===== src/rtl/jc_pkg.sv =====
// Shared types and helpers for the Johnson-code decoder. The block's build option
// (JC_DIR_DETECT_EN) is used in jc_decoder.sv.
package jc_pkg;

  typedef enum logic [1:0] {SEARCH, TRACK, LOCKED} jc_state_e;

  // Width of a position index for a W-bit code (2W positions)
  function automatic int unsigned jc_idx_w(input int unsigned w);
    return $clog2(2 * w);
  endfunction

  function automatic int unsigned jc_popcount(input logic [31:0] v);
    int unsigned n;
    n = 0;
    for (int i = 0; i < 32; i++) n += int'(v[i]);
    return n;
  endfunction

  // Ones growing from bit 0 are the first half of the cycle, ones anchored at
  // the top the second half.
  function automatic int unsigned jc_decode_idx(input int unsigned pop, input logic lsb,
                                                input int unsigned w);
    return (lsb || pop == 0) ? pop : 2 * w - pop;
  endfunction

endpackage


===== src/rtl/jc_code_decode.sv =====
// Combinational Johnson-code check and decode: sample -> {legal, position}.
module jc_code_decode import jc_pkg::*; #(
  parameter int WIDTH = 3
) (
  input  logic [WIDTH-1:0]                  i_q,
  output logic                              legal,
  output logic [jc_idx_w(WIDTH)-1:0]        idx
);
  localparam int IW = jc_idx_w(WIDTH);
  localparam logic [WIDTH-1:0] ONE = WIDTH'(1);

  logic [WIDTH-1:0] nq;
  assign nq = ~i_q;

  // x is a low-aligned mask (2^k-1) iff x & (x+1) == 0; test q and ~q
  assign legal = ((i_q & (i_q + ONE)) == '0) || ((nq & (nq + ONE)) == '0);
  assign idx   = IW'(jc_decode_idx(jc_popcount(32'(i_q)), i_q[0], WIDTH));

endmodule


===== src/rtl/jc_decoder.sv =====
// Johnson-code receiver: tracks the sampled code stream, reports lock/wrap/errors.
// Build option JC_DIR_DETECT_EN: accept reverse steps and report direction on o_dir.
module jc_decoder import jc_pkg::*; #(
  parameter int WIDTH     = 3,
  parameter int LOCK_CNT  = 2,
  parameter int ERR_CNT_W = 8
) (
  input  logic                        i_clk,
  input  logic                        i_rst,
  input  logic [WIDTH-1:0]            i_q,
  input  logic                        i_en,
  output logic [jc_idx_w(WIDTH)-1:0]  o_idx,
  output logic                        o_valid,
  output logic                        o_locked,
  output logic                        o_err,
  output logic [ERR_CNT_W-1:0]        o_err_cnt,
  output logic                        o_wrap,
  output logic                        o_dir
);
  localparam int IW = jc_idx_w(WIDTH);
  localparam int RW = $clog2(LOCK_CNT + 1);
  localparam logic [IW-1:0] LAST = IW'(2 * WIDTH - 1);
  localparam logic [RW-1:0] LOCK = RW'(LOCK_CNT);

  jc_state_e state;
  logic [IW-1:0] prev, idx, fwd_idx, rev_idx;
  logic [RW-1:0] run, run_inc;
  logic [ERR_CNT_W-1:0] cnt_inc;
  logic legal;

  jc_code_decode #(.WIDTH(WIDTH)) u_dec (.i_q(i_q), .legal(legal), .idx(idx));

  // Neighbours of the previous position on the 2W-long ring
  assign fwd_idx = (prev == LAST) ? '0 : prev + IW'(1);
  assign rev_idx = (prev == '0) ? LAST : prev - IW'(1);
  assign run_inc = (run == LOCK) ? run : run + RW'(1);
  assign cnt_inc = (&o_err_cnt) ? o_err_cnt : o_err_cnt + ERR_CNT_W'(1);
  assign o_locked = (state == LOCKED);

`ifndef JC_DIR_DETECT_EN
  assign o_dir = 1'b0;
`endif

  always_ff @(posedge i_clk) begin
    if (i_rst) begin
      state     <= SEARCH;
      prev      <= '0;
      run       <= '0;
      o_idx     <= '0;
      o_valid   <= 1'b0;
      o_err     <= 1'b0;
      o_err_cnt <= '0;
      o_wrap    <= 1'b0;
`ifdef JC_DIR_DETECT_EN
      o_dir     <= 1'b0;
`endif
    end else begin
      o_err  <= 1'b0;
      o_wrap <= 1'b0;
      if (i_en) begin
        if (!legal) begin
          o_err     <= 1'b1;
          o_err_cnt <= cnt_inc;
          o_valid   <= 1'b0;
          run       <= '0;
          state     <= SEARCH;
        end else begin
          o_valid <= 1'b1;
          o_idx   <= idx;
          if (state == SEARCH) begin
            prev  <= idx;
            run   <= '0;
            state <= TRACK;
          end else if (idx == prev) begin
            // repeated sample: nothing advances
          end else if (idx == fwd_idx) begin
            prev   <= idx;
            run    <= run_inc;
            o_wrap <= (prev == LAST);
            if (run_inc == LOCK) state <= LOCKED;
`ifdef JC_DIR_DETECT_EN
            o_dir  <= 1'b0;
          end else if (idx == rev_idx) begin
            prev   <= idx;
            run    <= run_inc;
            o_wrap <= (prev == '0);
            o_dir  <= 1'b1;
            if (run_inc == LOCK) state <= LOCKED;
`endif
          end else begin
            // skip: resync to the new position and start counting again
            prev      <= idx;
            run       <= '0;
            o_err     <= 1'b1;
            o_err_cnt <= cnt_inc;
            state     <= TRACK;
          end
        end
      end
    end
  end

endmodule


===== config.mk =====
export PLATFORM = sky130hd
export DESIGN_NAME = jc_decoder
export DESIGN_NICKNAME = d
export VERILOG_FILES = /design/src/rtl/jc_pkg.sv /design/src/rtl/jc_code_decode.sv /design/src/rtl/jc_decoder.sv
export SDC_FILE = /design/constraint.sdc
export NUM_CORES = 1
export LEC_CHECK = 0
export CORE_ASPECT_RATIO = 0.7
export CORE_UTILIZATION = 40
export CTS_CLUSTER_DIAMETER = 150
export CTS_CLUSTER_SIZE = 20
export DETAILED_ROUTE_END_ITERATION = 16
export GPL_TIMING_DRIVEN = 0
export PLACE_DENSITY = 0.69
export SETUP_SLACK_MARGIN = 0.05
export SLEW_MARGIN = 20
export SYNTH_ARGS = -nofsm -noshare
export SYNTH_HDL_FRONTEND = slang
export SYNTH_SLANG_ARGS = --single-unit

===== constraint.sdc =====
create_clock -name i_clk -period 4 [get_ports i_clk]
set_input_delay 0.8 -clock i_clk [delete_from_list [all_inputs] [get_ports i_clk]]
set_output_delay 0.8 -clock i_clk [all_outputs]
set_load 0.05 [all_outputs]

Word-level counts from Yosys, hierarchy flattened
Index checks and enable logic that the tools add are counted.
{ "totals": {"output_inout_bits": 16, "inputBits": 6, "ff_bits": 21, "wordCells": 72} }
{ "classes": {"n_addsub": 8, "muxes": 24, "n_bitwise": 6, "n_reduce_logical": 14, "n_eq_ne": 12} }
{ "op_table": {"columns": ["op", "count"], "rows": [
  ["8-bit 2-to-1 mux", 5],
  ["32-bit logical NOT", 1],
  ["2-bit 2-to-1 mux", 10],
  ["3-bit 2-to-1 mux", 4],
  ["3-bit by 1-bit adder with 3-bit output, second input constant", 3],
  ["8-bit by 1-bit adder with 8-bit output, second input constant", 1],
  ["2-bit inequality test, second input constant", 4],
  ["8-bit AND reduction", 1],
  ["3-bit bitwise AND", 2],
  ["2-bit equality test, second input constant", 3],
  ["3-bit equality test", 2],
  ["3-bit logical NOT", 2],
  ["3-bit AND reduction", 2],
  ["6-bit OR reduction", 1],
  ["1-bit 2-to-1 mux", 5],
  ["4-bit by 3-bit inequality test with 1-bit output, second input constant", 1],
  ["2-bit AND reduction", 2],
  ["4-bit AND reduction", 1],
  ["2-bit by 1-bit adder with 3-bit output", 1],
  ["3-bit equality test, second input constant", 1],
  ["3-bit inequality test, second input constant", 1],
  ["1-bit NOT", 3],
  ["3-bit NOT", 1],
  ["3-bit subtractor, first input constant", 1],
  ["5 further kinds", 6]
]} }

Depth between registers and ports, before layout
Gate-level depths: netlist (run 1).
{ "logic_depth": {"ltp_word": 10, "depth_mapped": 10, "mapped_depth_nobuf": 9} }

By module
Synthesis (run 1) repeated with hierarchy kept, for this count alone.
{ "hier_totals": {"hier_cells": 131, "hier_area_um2": 1154.9} }
{ "by_module_without_submodules": {"columns": ["module", "cells_per_inst", "instances", "area_each_um2", "seq_area_each_um2"], "rows": [
  ["jc_decoder", 121, 1, 1067.3, 420.4],
  ["jc_code_decode", 10, 1, 87.6, 0.0]
]} }

Least setup slack after synthesis (run 1)
No wires, ideal clock.
{ "synth_timing": {"path_kind": "input port to flip-flop", "startpoint": "in i_q[0]", "endpoint": "reg o_err_cnt[1]", "setup_time_ps": 128, "required_ps": 3872, "t_arrival_ps": 3225, "stages": 10, "path_slack_ps": 647, "path_buffers": 1, "cell_sequence": "fa_1 > inv_1 > ha_1 > or3_4 > a2111oi_4 > nor4_4 > o31ai_4 > buf_6 > mux2i_1 > nor2_1"} }
{ "synth_via": {"elab_chain_len": 8, "word_cells_on_any_way": 21, "cone_classes": "5 x add/sub; 5 x eq/ne; 2 x mux; 3 x bitwise; 6 x reduce/logical"} }
{ "synth_rtl": {"columns": ["item", "line", "rtl"], "rows": [
  ["start, declared", "jc_decoder.sv:10", "input logic [WIDTH-1:0] i_q,"],
  ["1-bit by 1-bit adder with 2-bit output", "jc_pkg.sv:15", "for (int i = 0; i < 32; i++) n += int'(v[i]);"],
  ["2-bit by 1-bit adder with 3-bit output", "jc_pkg.sv:15", null],
  ["32-bit logical NOT", "jc_pkg.sv:23", "return (lsb || pop == 0) ? pop : 2 * w - pop;"],
  ["1-bit logical OR", "jc_pkg.sv:23", null],
  ["3-bit 2-to-1 mux", "jc_pkg.sv:23", null],
  ["3-bit equality test, on equally long branches", "jc_decoder.sv:76, jc_decoder.sv:74", null],
  ["2-bit inequality test (no line)", null, null],
  ["4-bit AND reduction (no line)", null, null],
  ["end signal, assigned", "jc_decoder.sv:63", "o_err_cnt <= cnt_inc;"],
  ["end signal, assigned", "jc_decoder.sv:95", "o_err_cnt <= cnt_inc;"],
  ["end, declared", "jc_decoder.sv:16", "output logic [ERR_CNT_W-1:0] o_err_cnt,"]
]} }
Several ways; a longest one is shown, not always the timed one.
A chain may end at the register's enable or synchronous reset.

Worst setup path after layout (run 1)
{ "layout_timing": {"startpoint": "in i_q[1]", "endpoint": "reg o_err_cnt[1]"} }
{ "layout_via": {"elab_chain_len": 8, "word_cells_on_any_way": 21, "cone_classes": "5 x add/sub; 5 x eq/ne; 2 x mux; 3 x bitwise; 6 x reduce/logical"} }
{ "layout_rtl": {"columns": ["item", "line", "rtl"], "rows": [
  ["1-bit by 1-bit adder with 2-bit output (*)", "jc_pkg.sv:15", null],
  ["2-bit by 1-bit adder with 3-bit output (*)", "jc_pkg.sv:15", null],
  ["32-bit logical NOT", "jc_pkg.sv:23", null],
  ["1-bit logical OR", "jc_pkg.sv:23", null],
  ["3-bit 2-to-1 mux (*)", "jc_pkg.sv:23", null],
  ["named net idx[0]", "jc_decoder.sv:26", "logic [IW-1:0] prev, idx, fwd_idx, rev_idx;"],
  ["3-bit equality test, on equally long branches", "jc_decoder.sv:76, jc_decoder.sv:74", null],
  ["2-bit inequality test (no line)", null, null],
  ["4-bit AND reduction (no line) (*)", null, null]
]} }
Mark *: on every way through the listed nets, which the timed path passes. The rest lies on a longest branch.

==> results.txt, run 1 <==
Ranking of synthesized cells by area: dfxtp_1 (35%), a21oi_1 (8.8%), nand3_1 (5.5%), ha_1 (4.2%), nor2_1 (3.8%)
Total Routing Usage GR: 18.3%
Type of origin of the critical path: input pin
Post-Synth XOR/XNOR Area: 1.47%
Worst r2r src: prev[1]
Hpwl dp: 2120 um
Post-synthesis sequential area ratio: 35.4%
Vias in the first global route: 917
CTS H-Tree Depth: 1
Fin util: 53.1%
HP Class: flip-flop to flip-flop
Area Overhead vs Synth: 25.2%
Ant. Diodes: 0
Reg2reg end: o_err_cnt[1]
Hold wc startpoint: run[0]
Starting DRT DRC Count: 38
Clk_lat worst skew: 0.26 ns
First-pass GRT wire length: 4260 um
Die ar.: 3200 um^2
Initial antenna violation count: 0
Clock slew at reported path FFs: 0.07 ns
Outcome: finished, final reports clean
Min Tclk post-route: 3.78 ns
Drt drc: 0
Post-Syn Nets: 152
Max FO, Critical Path: 10
Crit share post-route: 94.6%
Setup crit end kind: flip-flop
Vias per std cell: 5.45
Die X: 67.2 um
Synth cell types: 40
Total number of vias: 1101
Synth Area in Adders: 5.89%
Clock Root Buffer: clkbuf_8
Syn. warnings: 0
Unrepaired setup endpoints after global routing: no
WHS: 0.461 ns
Buffers on Ports: 20
Core ar.: 2800 um^2
Reg2Reg Setup Slack: 2.02 ns
Yosys top cell area share: 35.4%
Max-slew violation count: 0
Hold Fails Final Rpt: 0
Core Rows: 16
GR Overflow Total: 0
Slew Limit Headroom: 62.9%
Clk sinks: 21
Post-route ant nets: 0
Cell area after synthesis: 1190 um^2
Final Setup Violations: 0
Synth Area in Compound Gates: 22.2%
Post-Route Skew: 0.00170 ns
Clock tree buffer depth: 2
Crit path DAT: 3.92 ns
Leakage power: 0.520 nW
Mux cell area share after synthesis: 0.842%
Most frequent cells in the layout: a21oi_1 (21), dfxtp_1 (21), clkdlybuf4s50_1 (19)
Gate count after technology mapping: 141
Crit. Startpoint: i_q[1]
First-pass DRT Iterations: 4
Final wirelength: 2750 um
Maximum vdd ir drop: 202 uV
I/O pins: 22
Flops & latches, synth: 21
Wirelength per Cell: 13.6 um
CP Class: input pin to flip-flop
Avg Cell Area, Syn: 8.43 um^2
Total of max-cap violations: 0
Chip height: 47.6 um
Required @ worst endpoint: 4.14 ns
CTS tree: yes
Largest family of logic cells by synthesized area: simple AND/OR/NAND/NOR gates
Simple logic cell fraction of the synthesized area: 29.5%
GPL Wtd Cong: 0.852
Power density over the cells: 342 nW/um^2
Share of cells above drive strength 1: 9.64%
Nets: 178
Fmax: 264 MHz
Crit path to: o_err_cnt[1]
Initial core utilization: 42.4%
Cts bufs inserted: 3
Worst Reg-to-Reg Cells: 7
Worst slew pin tran: 0.557 ns
Largest net degree at the start of global routing: 12
Most area-hungry cell type in the Yosys netlist: dfxtp_1
# hold bufs at CTS: 0
[state kept, by name, indices dropped and copies added, names as in the netlist]
register	cells
run	2
o_idx	3
o_valid	1
o_err_cnt	8
o_wrap	1
prev	3
state	2
o_err	1
[critical path: stages]
cell,delay (ns)
clkdlybuf4s50_1,0.47
fa_2,0.62
inv_1,0.08
ha_1,0.24
or3_4,0.42
a2111oi_4,0.43
nor4_4,0.11
o31ai_4,0.33
buf_6,0.19
mux2i_1,0.18
nor2_1,0.05
[power breakdown]
part | internal [mW] | switching (mW) | total (mW)
Clock | 0.0710 | 0.0664 | 0.137
Sequential | 0.218 | 0.0106 | 0.229
Combinational | 0.0548 | 0.0879 | 0.143
Total | 0.344 | 0.165 | 0.509
[worst min path at each step]
stage	to	slack, ns	depth (start not counted)
2_1_floorplan	run[0]	0.43	2
3_3_place_gp	run[0]	0.44	2
3_5_place_dp	o_valid	0.45	2
4_1_cts	run[0]	0.47	2
5_1_grt	run[0]	0.48	2
6_report	run[0]	0.46	2
[cell families after synthesis]
family,count (synthesis)
xor+xnor,2
flops,21
buf+inv,11
compound gates,38
fa+ha+maj,5
mux,1
simple gates,62
other cells,1
[per-stage QoR]
stage	std cells	cell area (um^2)	setup TNS [ns]	total power, mW	setup slack (ns)
after floorplan	141	1190	0	0.334	0.647
after global placement	197	1430	-0.600	0.368	-0.152
after detailed placement	197	1430	-1.64	0.372	-0.247
after CTS	202	1490	0	0.512	0.160
after global routing	202	1490	0	0.532	0.0609
final	202	1490	0	0.509	0.217
[area by class of cell]
| class | instances | area (um^2) |
|---|---|---|
| Tap cell | 36 | 45.0 |
| Multi-Input combinational cell | 109 | 718 |
| Sequential cell | 21 | 420 |
| Fill cell | 276 | 1320 |
| Buffer | 5 | 30.0 |
| Inverter | 6 | 22.5 |
| Clock buffer | 4 | 45.0 |
| Timing Repair Buffer | 21 | 206 |
[cells in the mapped netlist]
library cell,number
nor3_1,5
a31oi_4,1
xnor2_1,1
nand4b_1,1
and3_1,2
nand2_1,6
o2111a_2,1
or3_4,1
inv_1,6
buf_4,1
nand3_1,13
conb_1,1
a21oi_1,21
ha_1,4
clkbuf_1,3
buf_6,1
or2_1,1
a2111oi_4,1
nor2b_1,3
fa_1,1
o22ai_1,1
o31ai_1,1
nor4_1,1
o21a_1,1
nor4_2,1
nor4_4,1
o31ai_4,1
nand3b_1,1
o21ai_0,3
nand4_1,2
dfxtp_1,21
and2_1,1
nor2_1,12
o21ai_1,5
nand2b_1,3
or2_2,2
or3_1,6
xor2_1,1
a21o_1,2
mux2i_1,1
[metal layers]
layer	vias up	global-route usage, %	share of wire [%]
met1	522	24.3	48
met5	-	0	0
met2	18	31.0	47
met3	2	5.00	4.4
met4	0	2.55	0.47
li1	559	-	-
[what timing repair did]
| action | 4_1_cts | 5_1_grt |
|---|---|---|
| buffers inserted | 1 | 0 |
| setup endpoints to repair | 1 | 1 |
| pin swaps | 1 | 1 |
| gates resized for setup | 2 | 0 |
Power figures use the tool's default switching activity.
==> run 2: changes to the inputs <==
--- a/config.mk
+++ b/config.mk
@@ -10,8 +10,9 @@
 export CTS_CLUSTER_DIAMETER = 150
 export CTS_CLUSTER_SIZE = 20
 export DETAILED_ROUTE_END_ITERATION = 16
+export DONT_BUFFER_PORTS = 1
 export GPL_TIMING_DRIVEN = 0
-export PLACE_DENSITY = 0.69
+export PLACE_DENSITY = 0.59
 export SETUP_SLACK_MARGIN = 0.05
 export SLEW_MARGIN = 20
 export SYNTH_ARGS = -nofsm -noshare
==> run 2 against run 1 <==
Effect of this change: non-clock buffer count down 21; setup slack better by 0.45 ns; total power down 5.0%; critical path depth down 1; design area down 14%.
==> results.txt, run 2 (synthesis results as in run 1) <==
Die X: 67.2 um (unchanged)
Ant. Diodes: 0 (unchanged)
Crit share post-route: 83.3% (was 94.6%)
Wirelength per Cell: 14.0 um (was 13.6 um)
Type of origin of the critical path: input pin (unchanged)
Power density over the cells: 378 nW/um^2 (was 342 nW/um^2)
DR WL met2: 1050 um (was 1290 um)
Max-slew violation count: 0 (unchanged)
First-pass DRT Iterations: 4 (unchanged)
Clock tree buffer depth: 2 (unchanged)
First-pass GRT wire length: 3710 um (was 4260 um)
CP Class: input pin to flip-flop (unchanged)
Slew Limit Headroom: 37.9% (was 62.9%)
Worst slew pin tran: 0.930 ns (was 0.557 ns)
Clock slew at reported path FFs: 0.07 ns (about the same)
Number of flip-flops in the largest register: 8 (unchanged)
Largest net degree at the start of global routing: 13 (was 12)
Vias in the first global route: 807 (was 917)
Total of max-cap violations: 0 (unchanged)
Core Rows: 16 (unchanged)
Hpwl dp: 2010 um (was 2120 um)
Post-Route Skew: 0.00102 ns (was 0.00170 ns)
Top Registers: o_err_cnt x8, o_idx x3, prev x3 (unchanged)
Final Setup Violations: 0 (unchanged)
GR Overflow Total: 0 (unchanged)
Nets: 157 (was 178)
Reg2Reg Setup Slack: 1.93 ns (was 2.02 ns)
Clk_lat worst skew: 0.25 ns (was 0.26 ns)
Post-route ant nets: 0 (unchanged)
Share of cells above drive strength 1: 10.3% (was 9.64%)
Hold wc startpoint: run[1] (was run[0])
Vias per std cell: 5.49 (was 5.45)
Total number of vias: 994 (was 1101)
Cts bufs inserted: 3 (unchanged)
Crit path DAT: 3.47 ns (was 3.92 ns)
Post-CTS sizing: 0 (was 2)
HP Class: flip-flop to flip-flop (unchanged)
Met3 WL post-DR: 178 um (was 121 um)
CTS tree: yes (unchanged)
Worst Reg-to-Reg Cells: 7 (unchanged)
Hold Fails Final Rpt: 0 (unchanged)
M1 WL: 1290 um (was 1330 um)
Clock Root Buffer: clkbuf_8 (unchanged)
Reg2reg end: o_err_cnt[1] (unchanged)
Max FO, Critical Path: 10 (unchanged)
Unrepaired setup endpoints after global routing: no (unchanged)
Area Overhead vs Synth: 7.68% (was 25.2%)
# Post-CTS Setup Buffers: 0 (was 1)
Setup TNS: 0 ns (unchanged)
Buffers on Ports: 0 (was 20)
WHS: 0.457 ns (was 0.461 ns)
Total Routing Usage GR: 16.3% (was 18.3%)
Leakage power: 0.446 nW (was 0.520 nW)
Initial core utilization: 42.4% (unchanged)
Starting DRT DRC Count: 38 (unchanged)
# hold bufs at CTS: 0 (unchanged)
CTS H-Tree Depth: 1 (unchanged)
Drt drc: 0 (unchanged)
Final wirelength: 2540 um (was 2750 um)
Core ar.: 2800 um^2 (unchanged)
Hold Path Cell Cnt: 2 (unchanged)
Register with the most flip-flops: o_err_cnt (unchanged)
Top Layer Used: met4 (unchanged)
Maximum vdd ir drop: 235 uV (was 202 uV)
Fmax: 300 MHz (was 264 MHz)
Setup crit end kind: flip-flop (unchanged)
Required @ worst endpoint: 4.13 ns (was 4.14 ns)
GPL Wtd Cong: 0.801 (was 0.852)
Most frequent cells in the layout: a21oi_1 (21), dfxtp_1 (21), nand3_1 (13) (was a21oi_1 (21), dfxtp_1 (21), clkdlybuf4s50_1 (19))
Clk sinks: 21 (unchanged)
Worst r2r src: o_err_cnt[2] (was prev[1])
Initial antenna violation count: 0 (unchanged)
Chip height: 47.6 um (unchanged)
I/O pins: 22 (unchanged)
Min Tclk post-route: 3.33 ns (was 3.78 ns)
WHS Endpoint: run[1] (was run[0])
Outcome: finished, final reports clean (unchanged)
Die ar.: 3200 um^2 (unchanged)
==> run 2: cell types whose count changed in the layout (fill, tap and decap cells not counted) <==
cell | before | now
clkdlybuf4s50_1 | 19 | 0
buf_4 | 2 | 1
clkbuf_1 | 4 | 3
clkinv_2 | 0 | 1
dlygate4sd2_1 | 1 | 0
fa_1 | 0 | 1
fa_2 | 1 | 0
==> run 2: per-stage QoR <==
| step | worst slack (ns) | area [um^2] | utilization (%) | power (mW) | cells |
|---|---|---|---|---|---|
| final | 0.668 | 1280 | 45.7 | 0.484 | 181 |
| after global routing | 0.561 | 1280 | 45.7 | 0.510 | 181 |
| after CTS | 0.683 | 1280 | 45.7 | 0.487 | 181 |
| after detailed placement | 0.411 | 1230 | 44.0 | 0.353 | 177 |
| after global placement | 0.422 | 1230 | 44.0 | 0.350 | 177 |
| after floorplan | 0.647 | 1190 | - | 0.334 | 141 |
==> run 2: critical path: stages <==
cell,delay [ns]
fa_1,0.61
inv_1,0.09
ha_1,0.23
or3_4,0.42
a2111oi_4,0.44
nor4_4,0.11
o31ai_4,0.34
buf_6,0.19
mux2i_1,0.18
nor2_1,0.05
==> run 2: worst max-delay path by stage <==
stage / startpoint / endpoint / slack (ns) / depth (start not counted)
detailed placement: i_q[0] / o_err_cnt[1] / 0.41 / 10
global placement: i_q[0] / o_err_cnt[1] / 0.42 / 10
global route: i_q[0] / state[1] / 0.56 / 9
finish: i_q[0] / o_err_cnt[1] / 0.67 / 10
CTS: i_q[0] / o_err_cnt[1] / 0.68 / 10
floorplan: i_q[0] / o_err_cnt[1] / 0.65 / 10
==> run 2: per-layer routing <==
layer	GRT usage [%]	up-vias
met1	23.0	452
met2	23.0	28
li1	-	512
met4	3.83	0
met3	6.67	2
met5	0	-
==> run 2: where the power goes <==
group,switching (mW),internal [mW],leakage (nW),total [mW]
registers,0.0308,0.218,0.171,0.249
clock network,0.0642,0.0692,0.0255,0.133
logic,0.0615,0.0396,0.250,0.101
total,0.157,0.327,0.446,0.484
==> run 2: area by class of cell <==
| class | count | area [um^2] |
|---|---|---|
| buffer | 5 | 30.0 |
| clock buffer | 3 | 41.3 |
| inverter | 6 | 22.5 |
| sequential | 21 | 420 |
| fill | 280 | 1520 |
| tap | 36 | 45.0 |
| multi-input combinational | 109 | 716 |
| clock inverter | 1 | 5.00 |
==> run 3: changes to the inputs <==
==> constraint.sdc (replaced) <==
create_clock -name i_clk -period 3.2 [get_ports i_clk]
set_input_delay 0.64 -clock i_clk [delete_from_list [all_inputs] [get_ports i_clk]]
set_output_delay 0.64 -clock i_clk [all_outputs]
set_load 0.05 [all_outputs]
==> run 3 against run 2 <==
Effect of this change: register-to-register slack worse by 0.75 ns; critical path type unchanged; largest cell class unchanged; die area stayed put; via count grew 6.6%.
==> results.txt, run 3 (synthesis results as in run 1) <==
Hold Fails Final Rpt: 0 (unchanged)
Cts bufs inserted: 3 (unchanged)
Share of cells above drive strength 1: 16.1% (was 10.3%)
Initial antenna violation count: 0 (unchanged)
Slew Limit Headroom: 37.6% (was 37.9%)
Starting DRT DRC Count: 38 (unchanged)
Clk sinks: 21 (unchanged)
Unrepaired setup endpoints after global routing: no (unchanged)
CP cell instances: fa_2 -> inv_1 -> ha_2 -> or3_4 -> o2111a_2 -> nor4_4 -> o31ai_4 -> buf_4 -> or3_1 -> a21oi_1 (was fa_1 -> inv_1 -> ha_1 -> or3_4 -> a2111oi_4 -> nor4_4 -> o31ai_4 -> buf_6 -> mux2i_1 -> nor2_1)
Clock slew at reported path FFs: 0.07 ns (about the same)
Post-route ant nets: 0 (unchanged)
Die ar.: 3200 um^2 (unchanged)
Fmax: 324 MHz
GPL Wtd Cong: 0.840 (was 0.801)
Drt drc: 0 (unchanged)
Clock tree buffer depth: 2 (unchanged)
Total Routing Usage GR: 16.2% (was 16.3%)
Crit path max-delay family: simple AND/OR/NAND/NOR gates (was adder cells)
Nets: 161 (was 157)
Vias per std cell: 5.73 (was 5.49)
Crit share post-route: 96.3%
CTS tree: yes (unchanged)
Maximum vdd ir drop: 339 uV (was 235 uV)
First-pass DRT Iterations: 7 (was 4)
Power density over the cells: 466 nW/um^2 (was 378 nW/um^2)
I/O pins: 22 (unchanged)
Total of max-cap violations: 0 (unchanged)
Type of origin of the critical path: input pin (unchanged)
Die X: 67.2 um (unchanged)
Max incr delay on CP: 0.59 ns (was 0.61 ns)
Post-Route Skew: 0.00209 ns (was 0.00102 ns)
Pre-CTS setup slack: -0.212 ns (was 0.411 ns)
Final Setup Violations: 0 (unchanged)
Final wirelength: 2710 um (was 2540 um)
Top Registers: o_err_cnt x8, o_idx x3, prev x3 (unchanged)
Max-slew violation count: 0 (unchanged)
Chip height: 47.6 um (unchanged)
Buffers on Ports: 0 (unchanged)
Core ar.: 2800 um^2 (unchanged)
CTS H-Tree Depth: 1 (unchanged)
Hpwl dp: 2050 um (was 2010 um)
Initial core utilization: 42.4% (unchanged)
Setup crit end kind: flip-flop (unchanged)
HP Class: flip-flop to flip-flop (unchanged)
Worst slew pin tran: 0.933 ns (was 0.930 ns)
Vias in the first global route: 839 (was 807)
GR Overflow Total: 0 (unchanged)
Max FO, Critical Path: 7 (was 10)
Setup TNS: 0 ns (unchanged)
Most frequent cells in the layout: dfxtp_1 (21), a21oi_1 (20), nand3_1 (13) (was a21oi_1 (21), dfxtp_1 (21), nand3_1 (13))
Area Overhead vs Synth: 11.7% (was 7.68%)
Crit path buf inv count: 2 (unchanged)
Most common cell after layout, fill and taps aside: dfxtp_1
Required @ worst endpoint: 3.38 ns (was 4.13 ns)
CP max stage cell: fa_2 (was fa_1)
Outcome: finished, final reports clean (unchanged)
Largest net degree at the start of global routing: 13 (unchanged)
Final worst setup slack: 0.117 ns (was 0.668 ns)
Total number of vias: 1060 (was 994)
Crit path DAT: 3.27 ns (was 3.47 ns)
First-pass GRT wire length: 3780 um (was 3710 um)
Core Rows: 16 (unchanged)
Leakage power: 0.464 nW (was 0.446 nW)
Min Tclk post-route: 3.08 ns
Clock Root Buffer: clkbuf_8 (unchanged)
Ant. Diodes: 0 (unchanged)
Wirelength per Cell: 14.6 um (was 14.0 um)
Clk_lat worst skew: 0.26 ns (was 0.25 ns)
CP Class: input pin to flip-flop (unchanged)
Register with the most flip-flops: o_err_cnt (unchanged)
Number of flip-flops in the largest register: 8 (unchanged)
run 3: cell types whose count changed in the layout (fill, tap and decap cells not counted), sizes merged:
cell	previous run	this run
buf	2	6
run 3: metrics by stage:
step	total power, mW	util [%]	hold slack, ns	std cells	cell area (um^2)
floorplan	0.418	-	0.432	141	1190
global placement	0.438	44.1	0.441	177	1240
detailed placement	0.442	44.1	0.454	177	1240
CTS	0.611	45.8	0.464	181	1280
global route	0.650	47.4	0.482	185	1330
finish	0.618	47.4	0.457	185	1330
run 3: path summary, 6_finish.rpt:
| check | from | to | slack (ns) | cells past startpoint |
|---|---|---|---|---|
| min reg2reg | run[1] | run[1] | 0.46 | 2 |
| min | run[1] | run[1] | 0.46 | 2 |
| max reg2reg | o_err_cnt[2] | o_err_cnt[1] | 1.18 | 7 |
| max | i_q[0] | o_err_cnt[6] | 0.12 | 10 |
run 3: report_power, final:
group,switching [mW],internal [mW],leakage [nW]
sequential,0.0389,0.273,0.171
clock,0.0816,0.0866,0.0255
combinational,0.0806,0.0579,0.268
total,0.201,0.417,0.464
run 3: area by class of cell:
class | count | area [um^2]
fillers | 298 | 1480
multi-input cells | 109 | 733
flip-flops and latches | 21 | 420
well taps | 36 | 45.0
clock buffers | 3 | 41.3
repair buffers | 4 | 30.0
plain buffers | 5 | 30.0
inverters | 6 | 22.5
clock inverters | 1 | 5.00
run 3: layer usage:
layer | GRT usage (%) | up-vias | share of wire, %
met3 | 6.19 | 0 | 7.3
li1 | - | 521 | -
met1 | 23.0 | 507 | 48
met4 | 1.28 | 0 | 0
met5 | 0 | - | 0
met2 | 24.2 | 32 | 45
run 3: timing repair:
action                                  CTS  global route
hold buffers                              0             0
gates resized for setup                   0             5
hold endpoints to repair                  0             0
endpoints found under the setup margin    0             9
buffers inserted                          0             3
run 3: worst min-delay path, delay by kind of cell, from the launching register on:
family / cells / cell delay (ns)
AO/OA/AOI/OAI: 1 / 0.05
AND/OR/NAND/NOR: 1 / 0.05
flip-flops: 1 / 0.31
